===== config.mk =====
export PLATFORM = sky130hd
export DESIGN_NAME = run_cnt_core
export DESIGN_NICKNAME = d
export VERILOG_FILES = /design/src/rtl/run_cnt_core.sv
export SDC_FILE = /design/constraint.sdc
export NUM_CORES = 1
export LEC_CHECK = 0
export BUFFER_PORTS_ARGS = -buffer_cell sky130_fd_sc_hd__buf_2
export CORE_MARGIN = 2
export CORE_UTILIZATION = 40
export CTS_CLUSTER_DIAMETER = 100
export DETAILED_ROUTE_END_ITERATION = 6
export HOLD_SLACK_MARGIN = 0.02
export SKIP_LAST_GASP = 1
export SYNTH_ARGS = -nofsm -noshare
export SYNTH_HDL_FRONTEND = slang
export SYNTH_SLANG_ARGS = --single-unit

===== constraint.sdc =====
create_clock -name clk -period 2.3 [get_ports clk]
set_input_delay 0.115 -clock clk [delete_from_list [all_inputs] [get_ports clk]]
set_output_delay 0.115 -clock clk [all_outputs]
set_load 0.005 [all_outputs]

===== src/rtl/run_cnt_core.sv =====
// run_cnt_core
//
// This block counts a programmed number of cycles after each start request.
// It is a Moore FSM, so every output is decoded from registered state only.
// When a run is accepted with a target N, o_cnt_val stays high for N cycles
// and o_cnt steps 0..N-1. A one-cycle o_done pulse follows, and then the
// block returns to idle. A target of 0 goes straight to the done pulse.
//
// Parameters
//   CNT_WIDTH   width of the count target and of the count output (default 7)
//
// Ports
//   clk         clock; all state changes on the rising edge
//   reset_n     synchronous active-low reset
//   i_run       start request, sampled only while idle
//   i_num_cnt   number of counts, captured together with an accepted i_run
//   i_abort     (only when RUN_CNT_ABORT_EN is defined) ends a run early,
//               returning to idle without a done pulse
//   o_idle      high in S_IDLE
//   o_running   high in S_RUN
//   o_done      one-cycle completion pulse, high in S_DONE
//   o_cnt_val   qualifies o_cnt, high in S_RUN
//   o_cnt       current count, zero when o_cnt_val is low
//
// Build option
//   RUN_CNT_ABORT_EN  adds the i_abort port and the early-exit path
//
// state  | meaning
// -------+-------------------------------------------------------------
// S_IDLE | waiting for i_run; a nonzero target starts a run
// S_RUN  | counting 0..num_reg-1, one step per cycle
// S_DONE | single-cycle completion pulse, then back to S_IDLE
// 2'b11  | unencoded; recovers to S_IDLE with all outputs low

module run_cnt_core #(
    parameter int CNT_WIDTH = 7
) (
    input  logic                 clk,
    input  logic                 reset_n,
    input  logic                 i_run,
    input  logic [CNT_WIDTH-1:0] i_num_cnt,
`ifdef RUN_CNT_ABORT_EN
    input  logic                 i_abort,
`endif
    output logic                 o_idle,
    output logic                 o_running,
    output logic                 o_done,
    output logic                 o_cnt_val,
    output logic [CNT_WIDTH-1:0] o_cnt
);

    typedef enum logic [1:0] {
        S_IDLE = 2'b00,
        S_RUN  = 2'b01,
        S_DONE = 2'b10
    } state_t;

    state_t               state_reg;
    state_t               state_next;
    logic [CNT_WIDTH-1:0] cnt_reg;
    logic [CNT_WIDTH-1:0] cnt_next;
    logic [CNT_WIDTH-1:0] num_reg;
    logic [CNT_WIDTH-1:0] num_next;
    logic                 last_cnt;
    logic                 abort_req;

`ifdef RUN_CNT_ABORT_EN
    assign abort_req = i_abort;
`else
    assign abort_req = 1'b0;
`endif

    // num_reg is never zero in S_RUN, so num_reg-1 cannot underflow there.
    assign last_cnt = (cnt_reg == (num_reg - CNT_WIDTH'(1)));

    always_ff @(posedge clk) begin
        if (!reset_n) begin
            state_reg <= S_IDLE;
            cnt_reg   <= '0;
            num_reg   <= '0;
        end else begin
            state_reg <= state_next;
            cnt_reg   <= cnt_next;
            num_reg   <= num_next;
        end
    end

    always_comb begin
        state_next = state_reg;
        cnt_next   = cnt_reg;
        num_next   = num_reg;
        case (state_reg)
            S_IDLE: begin
                if (i_run) begin
                    if (i_num_cnt != '0) begin
                        num_next   = i_num_cnt;
                        cnt_next   = '0;
                        state_next = S_RUN;
                    end else begin
                        state_next = S_DONE;
                    end
                end
            end
            S_RUN: begin
                // Abort takes priority over finishing on the last count.
                if (abort_req) begin
                    cnt_next   = '0;
                    state_next = S_IDLE;
                end else if (last_cnt) begin
                    state_next = S_DONE;
                end else begin
                    cnt_next = cnt_reg + CNT_WIDTH'(1);
                end
            end
            S_DONE: begin
                state_next = S_IDLE;
            end
            default: begin
                state_next = S_IDLE;
            end
        endcase
    end

    assign o_idle    = (state_reg == S_IDLE);
    assign o_running = (state_reg == S_RUN);
    assign o_done    = (state_reg == S_DONE);
    assign o_cnt_val = (state_reg == S_RUN);
    assign o_cnt     = (state_reg == S_RUN) ? cnt_reg : '0;

endmodule

==> run metrics, run 1 <==
Post-synth EDFFs 0; Syn-to-layout area delta 14.6%; io pins 21; clk_lat worst skew 280 ps; worst hold slack 93.2 ps; Net Count, Synth 129; layout cells sized above 1 19.3%; Worst VDD drop 0.000341 V; synth cell count leaders nand2_1 (23), dfxtp_1 (16), a21boi_0 (8); Max Root-Sink Buffers 2; postcts setup bufs 0; area of the multi-input gates 604 sq um; vias 853; Crit path required time 2520 ps; # clock sinks 16; leakage 0.455 nW; Worst setup EP type flop; max-slew violations 0; Rows 17; Chip Width 53.0 um; YS warnings 0; vias in the first global route 775; RSZ-0062 raised after global routing false; H-tree lvl count 1; CP max stage cell or4_1; sequential share of the synthesized area 33.3%; antenna-violating nets left 0; Worst-Margin Slew 566 ps; Setup Viol. Count Final 0; hpwl dp 1.51 mm; Die ar. 2810 sq um; top cell type's share of synthesized area 33.3%; antenna violations before repair 0; Tmin final 2120 ps; WL/cell 12.9 um; Seq cells post-synth 16; crit-path max FO 7; final worst path period share 92.0%; Via density 5.23; worst stage delay on the critical path 480 ps; Starting Density 43.0%; TritonCTS buffer count 3; CTS tree done; syn_area_per_cell 8.21 sq um; drt pass-1 iters 4; fillcell total 232; core region area 2230 sq um; count leader, synth nand2_1; CTS Root Cell clkbuf_4; All-Layer GR Usage 17.4%; dominant cells by area after synthesis dfxtp_1 (33%), nand2_1 (9.0%), a21boi_0 (6.3%); Synth area leader dfxtp_1; first-pass GRT wire length 3.54 mm; pin count of the biggest net entering global routing 21; f_max 472 MHz; critical path data arrival time 2330 ps; worst-path cell chain inv_1 -> ha_1 -> xor2_1 -> xnor2_1 -> a32oi_1 -> nor4_4 -> or4_1 -> a21boi_1; status finished, final reports clean; remaining global-route overflow 0; synthesized area 961 sq um; final setup skew 1.29 ps; DRT iter0 DRCs 9; Die H 53.0 um; CP startpoint kind flop; critical path class reg -> reg; async set-reset flop share out of synthesis 0%; Clk pin slew, worst setup/hold paths 90 ps; Slew HR 62.1%; Main synth FF type dfxtp_1; final net count 149; Cell variety after synth 32; Final GP Congestion 0.876; Routed WL 2.10 mm; Ant. Diodes 0; number of I/O port buffers 20; Gate Count Post-Synth 117; Power per Cell Area 507 nW/um^2; Remaining DRCs 0; worst hold-check path type in -> reg; final hold vios 0; register area 320 sq um; setup_tns 0 ps; MaxCap Viol Count 0
## layout by cell type, fill, tap and decap left out, types with 2 or more instances in the layout
master and count:
xnor2_1 5, dfxtp_1 16, a21boi_0 8, nor2_1 3
mux2i_1 3, nand2b_1 2, nand2_1 23, inv_1 3
a21boi_1 2, o311ai_0 2, nor2b_1 2, buf_2 20
or4_1 2, ha_1 2, nand4b_1 2, clkbuf_4 3
nor4_1 3, nand3_1 6, nor3_1 3, nor3b_1 2
xor2_1 6, and2_1 7
## per-stage QoR
stage	util [%]	instance area [sq um]	total power [mW]	worst slack, ps	std cells
6_report	49.3	1100	0.558	183	163
3_3_place_gp	47.9	1070	0.415	272	160
3_5_place_dp	47.9	1070	0.416	231	160
5_1_grt	49.3	1100	0.599	50.5	163
2_1_floorplan	-	961	0.389	417	117
4_1_cts	48.9	1090	0.560	189	163
## metal layers
layer / up-vias / routed length [um] / share of wire, % / track usage (%)
li1: 446 / - / - / -
met1: 385 / 1090 / 52 / 24.7
met2: 20 / 911 / 43 / 25.8
met3: 2 / 77 / 3.7 / 3.39
met4: 0 / 12 / 0.57 / 6.41
met5: - / 0 / 0 / 0
## power breakdown
group	total, mW	leakage (nW)	switching (mW)	internal, mW
clock network	0.144	0.0138	0.0831	0.0607
registers	0.302	0.130	0.0139	0.288
logic	0.112	0.310	0.0637	0.0481
total	0.558	0.455	0.161	0.397
## critical path: cells and delay by family (launching register included)
| kind | cells | cell delay, ps |
|---|---|---|
| adder cells (fa/ha/maj) | 1 | 240 |
| buffers and inverters | 1 | 60 |
| AO/OA/AOI/OAI | 2 | 460 |
| XOR/XNOR | 2 | 300 |
| flip-flops | 1 | 420 |
| AND/OR/NAND/NOR | 2 | 590 |
## area by class of cell
cell class | instances | area share (%)
Inverter | 3 | 1.02
Timing Repair Buffer | 21 | 9.77
Sequential cell | 16 | 29.1
Tap cell | 28 | 3.18
Clock buffer | 3 | 2.05
Multi-Input combinational cell | 92 | 54.9
## what timing repair did
| action | in CTS | in global routing |
|---|---|---|
| hold buffers | 0 | 0 |
| gates resized for setup | 0 | 1 |
| endpoints found under the setup margin | 0 | 2 |
## logic make-up after synthesis
| family | share of synthesized area [%] |
|---|---|
| XOR/XNOR | 10.0 |
| AND/OR/NAND/NOR | 32.3 |
| buffers and inverters | 4.69 |
| multiplexers | 3.13 |
| AO/OA/AOI/OAI | 13.9 |
| adder cells (fa/ha/maj) | 2.60 |
| flip-flops | 33.3 |
## path summary, 6_finish.rpt
| kind | endpoint | slack [ps] | cells after the start | startpoint |
|---|---|---|---|---|
| setup / recovery | cnt_reg[3] | 180 | 8 | num_reg[0] |
| setup reg to reg | cnt_reg[3] | 180 | 8 | num_reg[0] |
| hold reg to reg | state_reg[1] | 490 | 1 | state_reg[1] |
| hold / removal | num_reg[1] | 90 | 3 | i_num_cnt[1] |
Note: power is estimated with default switching activity, not from simulation.
==> inputs of run 2 (changes only) <==
==> constraint.sdc (replaced) <==
create_clock -name clk -period 2.5 [get_ports clk]
set_input_delay 0.125 -clock clk [delete_from_list [all_inputs] [get_ports clk]]
set_output_delay 0.125 -clock clk [all_outputs]
set_load 0.005 [all_outputs]
==> run 2 against run 1 <==
Net effect:
- critical path depth stayed put
- clock skew is 4.5 ps higher
- non-clock buffer count stayed put
- largest cell class unchanged
- highest routed layer unchanged
==> run metrics, run 2 (synthesis gave the netlist of run 1 again) <==
status finished, final reports clean; Clk pin slew, worst setup/hold paths 90 ps (about the same); Rows 17 (unchanged); fillcell total 245 (+5.6%); Syn-to-layout area delta 13.7%; number of I/O port buffers 20 (unchanged); Routed WL 2.06 mm (-1.9%); worst stage delay on the critical path 480 ps (about the same); All-Layer GR Usage 17.4% (about the same); vias in the first global route 791 (+2.1%); H-tree lvl count 1 (unchanged); worst r2r dst cnt_reg[3]; Tmin final 2080 ps (-37.9 ps); Resized Gates After CTS 0 (unchanged); first-pass GRT wire length 3.55 mm (+0.20%); critical path data arrival time 2300 ps (-30 ps); R2R setup slack 420 ps (+240 ps); Chip Width 53.0 um (unchanged); clk_lat worst skew 280 ps (about the same); drt pass-1 iters 4 (unchanged); Hold Path Depth 3 (unchanged); Via density 5.21 (-0.47%); final net count 149 (unchanged); pin count of the biggest net entering global routing 21 (unchanged); remaining global-route overflow 0 (unchanged); Final Util 48.9% (-0.39 points); # clock sinks 16 (unchanged); layout cells sized above 1 19.3% (unchanged); Worst-Margin Slew 600 ps (+33.5 ps); leakage 0.452 nW (-0.66%); final worst path period share 83.2% (-8.9 points); f_max 481 MHz (+1.8%); Starting Density 43.0% (unchanged); Final GP Congestion 0.876 (about the same); Die ar. 2810 sq um (unchanged); worst-path cell chain inv_1 -> ha_1 -> xor2_1 -> xnor2_1 -> a32oi_1 -> nor4_2 -> or4_1 -> a21boi_1; crit-path max FO 7 (unchanged); Worst R2R Start num_reg[0]; antenna-violating nets left 0 (unchanged); postcts setup bufs 0 (unchanged); worst hold slack 104 ps (+10.3 ps); commonest non-fill, non-tap cells in the layout nand2_1 (23), buf_2 (20), dfxtp_1 (16); hpwl dp 1.53 mm (+1.3%); final hold vios 0 (unchanged); Die H 53.0 um (unchanged); critical path class reg -> reg; CP max stage cell or4_1; TritonCTS buffer count 3 (unchanged); worst-case reg-to-reg path depth 8 (unchanged); antenna violations before repair 0 (unchanged); MaxCap Viol Count 0 (unchanged); max-slew violations 0 (unchanged); RSZ-0062 raised after global routing false; core region area 2230 sq um (unchanged); vias 849 (-0.47%); Ant. Diodes 0 (unchanged); Slew HR 59.7% (-2.5 points); worst hold-check path type in -> reg; Power per Cell Area 466 nW/um^2 (-8.1%); hold buffer count at cts 0 (unchanged); final setup skew 5.74 ps (+4.45 ps); hold path startpoint i_num_cnt[0]; leading cell type in the layout, fill and taps excluded nand2_1; CP startpoint kind flop; Hold Crit Endpoint num_reg[0]; Worst VDD drop 0.000308 V (-9.6%); CTS Root Cell clkbuf_4; CTS tree done; Crit path required time 2720 ps (+200 ps); Worst setup EP type flop; WL/cell 12.6 um (-1.9%); setup_tns 0 ps (unchanged); io pins 21 (unchanged); DRT iter0 DRCs 8 (-1); Remaining DRCs 0 (unchanged); Max Root-Sink Buffers 2 (unchanged); Setup Viol. Count Final 0 (unchanged)
==> run 2: cell counts in the layout (fill, tap and decap cells not counted) <==
No cell type changed its count.
==> run 2: area by class of cell <==
cell class | instances | area, sq um | share of cell area (%)
multi-input combinational | 92 | 596 | 54.5
clock buffer | 3 | 22.5 | 2.06
timing repair buffer | 21 | 108 | 9.85
tap | 28 | 35.0 | 3.21
sequential | 16 | 320 | 29.3
inverter | 3 | 11.3 | 1.03
==> run 2: critical path, delay by kind of cell (launching register included) <==
kind	cells	cell delay, ps
flip-flops	1	410
AND/OR/NAND/NOR	2	610
XOR/XNOR	2	290
AO/OA/AOI/OAI	2	400
buffers and inverters	1	70
adder cells (fa/ha/maj)	1	240
==> run 2: worst max-delay path by stage <==
stage                     slack, ps  cells after the start          to  startpoint
final                           420                      8  cnt_reg[3]  num_reg[0]
after global routing            240                      7  cnt_reg[4]  num_reg[0]
after CTS                       380                      7  cnt_reg[4]  num_reg[0]
after detailed placement        440                      7  cnt_reg[4]  num_reg[0]
after global placement          470                      8  cnt_reg[5]  num_reg[0]
after floorplan                 620                      8  cnt_reg[4]  num_reg[0]
==> run 2: layer usage <==
metal | vias to the layer above | global-route usage (%) | part of all wire [%]
li1 | 446 | - | -
met1 | 389 | 23.1 | 50
met2 | 12 | 27.7 | 46
met3 | 2 | 2.54 | 2.9
met4 | 0 | 7.69 | 0.83
met5 | - | 0 | 0
==> run 2: power breakdown <==
group | total [mW] | switching, mW | internal [mW] | leakage [nW]
Sequential | 0.278 | 0.0126 | 0.265 | 0.130
Clock | 0.132 | 0.0764 | 0.0558 | 0.0138
Combinational | 0.0986 | 0.0544 | 0.0442 | 0.307
Total | 0.509 | 0.143 | 0.365 | 0.452
==> run 2: metrics by stage <==
| stage | cells | power [mW] | instance area (sq um) | setup slack, ps |
|---|---|---|---|---|
| after floorplan | 117 | 0.357 | 961 | 617 |
| after global placement | 160 | 0.381 | 1070 | 472 |
| after detailed placement | 160 | 0.383 | 1070 | 438 |
| after CTS | 163 | 0.516 | 1090 | 382 |
| after global routing | 163 | 0.548 | 1090 | 239 |
| final | 163 | 0.509 | 1090 | 421 |
==> inputs of run 3 (changes only) <==
==> constraint.sdc (replaced) <==
create_clock -name clk -period 1.8 [get_ports clk]
set_input_delay 0.09 -clock clk [delete_from_list [all_inputs] [get_ports clk]]
set_output_delay 0.09 -clock clk [all_outputs]
set_load 0.005 [all_outputs]
==> run 3 against run 2 <==
Net effect:
- the flow now finishes with violations (negative setup slack)
- clock skew is 3.7 ps lower
- maximum frequency is 7.5% higher
- setup slack worse by 560 ps
- largest cell class unchanged
==> run metrics, run 3 (synthesis gave the netlist of run 1 again) <==
status complete, but fails checks; failing checks negative setup slack; drt pass-1 iters 4 (unchanged); Via density 5.21 (about the same); Tmin final 1930 ps (-145 ps); first-pass GRT wire length 4.14 mm (+17%); layout cells sized above 1 35.6% (+16 points); TritonCTS buffer count 3 (unchanged); DRT met1 WL 1.16 mm (+13%); Max Root-Sink Buffers 2 (unchanged); Power per Cell Area 642 nW/um^2 (+38%); met2 WL 1.06 mm (+11%); pin count of the biggest net entering global routing 21 (unchanged); Chip Width 53.0 um (unchanged); Final GP Congestion 0.800 (-8.7%); antenna-violating nets left 0 (unchanged); final total power 0.826 mW (+63%); # clock sinks 16 (unchanged); io pins 21 (unchanged); Die ar. 2810 sq um (unchanged); final worst path period share 107% (+24 points); leading cell type in the layout, fill and taps excluded nand2_1; Routed WL 2.34 mm (+14%); antenna violations before repair 0 (unchanged); H-tree lvl count 1 (unchanged); Starting Density 43.0% (unchanged); critical path data arrival time 2170 ps (-130 ps); clk_lat worst skew 300 ps (+20 ps); Remaining DRCs 0 (unchanged); vias in the first global route 912 (+15%); post-place setup slack -217 ps (-655 ps); leakage 0.550 nW (+22%); WL/cell 13.2 um (+4.6%); Die H 53.0 um (unchanged); Rows 17 (unchanged); Clk pin slew, worst setup/hold paths 100 ps (about the same); CTS tree done; number of I/O port buffers 20 (unchanged); Worst-Margin Slew 437 ps (-163 ps); final hold vios 0 (unchanged); vias 922 (+8.6%); Final WS setup -134 ps (-555 ps); Ant. Diodes 0 (unchanged); critical path class reg -> reg; RSZ-0062 raised after global routing true; worst hold slack 39.8 ps (-63.8 ps); Slew HR 70.7% (+11 points); Setup Viol. Count Final 9 (+9); post-route cell area 1290 sq um (+18%); DRT iter0 DRCs 19 (+11); MaxCap Viol Count 0 (unchanged); commonest non-fill, non-tap cells in the layout nand2_1 (23), buf_2 (20), dfxtp_1 (14), buf_4 (14); Worst setup EP type flop; max-slew violations 0 (unchanged); CP startpoint kind flop; Worst VDD drop 0.000397 V (+29%); crit-path max FO 7 (unchanged); f_max 517 MHz (+7.5%); Crit path required time 2030 ps (-690 ps); final setup skew 2.01 ps (-3.73 ps); hold buffer count at cts 0 (unchanged); CTS Root Cell clkbuf_4; worst hold-check path type in -> reg; top sig layer met4; routed length on met3 76 um (+27%); Syn-to-layout area delta 34.0%; core region area 2230 sq um (unchanged); remaining global-route overflow 0 (unchanged); hpwl dp 1.65 mm (+7.9%); placed standard-cell area 1140 sq um (+6.4%); fillcell total 220 (-10%); final net count 162 (+8.7%); All-Layer GR Usage 20.2% (+2.8 points); Final Util 57.6% (+8.7 points)
==> run 3: report_power, final <==
group          total, mW  internal [mW]  switching, mW
registers          0.383          0.369         0.0142
logic              0.197         0.0926          0.105
clock network      0.246          0.123          0.123
==> run 3: final timing paths <==
check                from      endpoint  slack [ps]  cells past startpoint
max            num_reg[0]    cnt_reg[4]        -130                      8
min          i_num_cnt[1]    num_reg[1]          40                      3
max reg2reg    num_reg[0]    cnt_reg[4]        -130                      8
min reg2reg  state_reg[1]  state_reg[1]         480                      1
==> run 3: metal layers <==
layer,vias to the layer above,track usage [%]
li1,468,-
met1,427,26.3
met2,22,32.9
met3,5,3.39
met4,0,7.69
met5,-,0
==> run 3: cell type report <==
cell class	instances	area (sq um)	area share [%]
multi-input combinational	92	677	52.6
sequential	16	323	25.1
clock buffer	4	36.3	2.82
tap	28	35.0	2.72
timing repair buffer	34	205	15.9
inverter	3	11.3	0.875
==> run 3: repair_timing <==
action	in CTS	in global routing
setup endpoints to repair	9	9
cloned	0	0
gates resized for setup	11	6
pin swaps	8	9
buffers inserted	3	1
==> run 3: stage by stage <==
step,instances,TNS [ps]
2_1_floorplan,117,-102
3_3_place_gp,169,-1040
3_5_place_dp,169,-1430
4_1_cts,176,-792
5_1_grt,177,-2040
6_report,177,-768
==> run 3: critical path, stage by stage (launching register included) <==
cell and delay (ps):
dfxtp_2 360, inv_2 50, ha_4 160, xor2_2 150, xnor2_2 150, a32oi_2 250
nor4_4 120, or4_1 480, a21boi_1 140
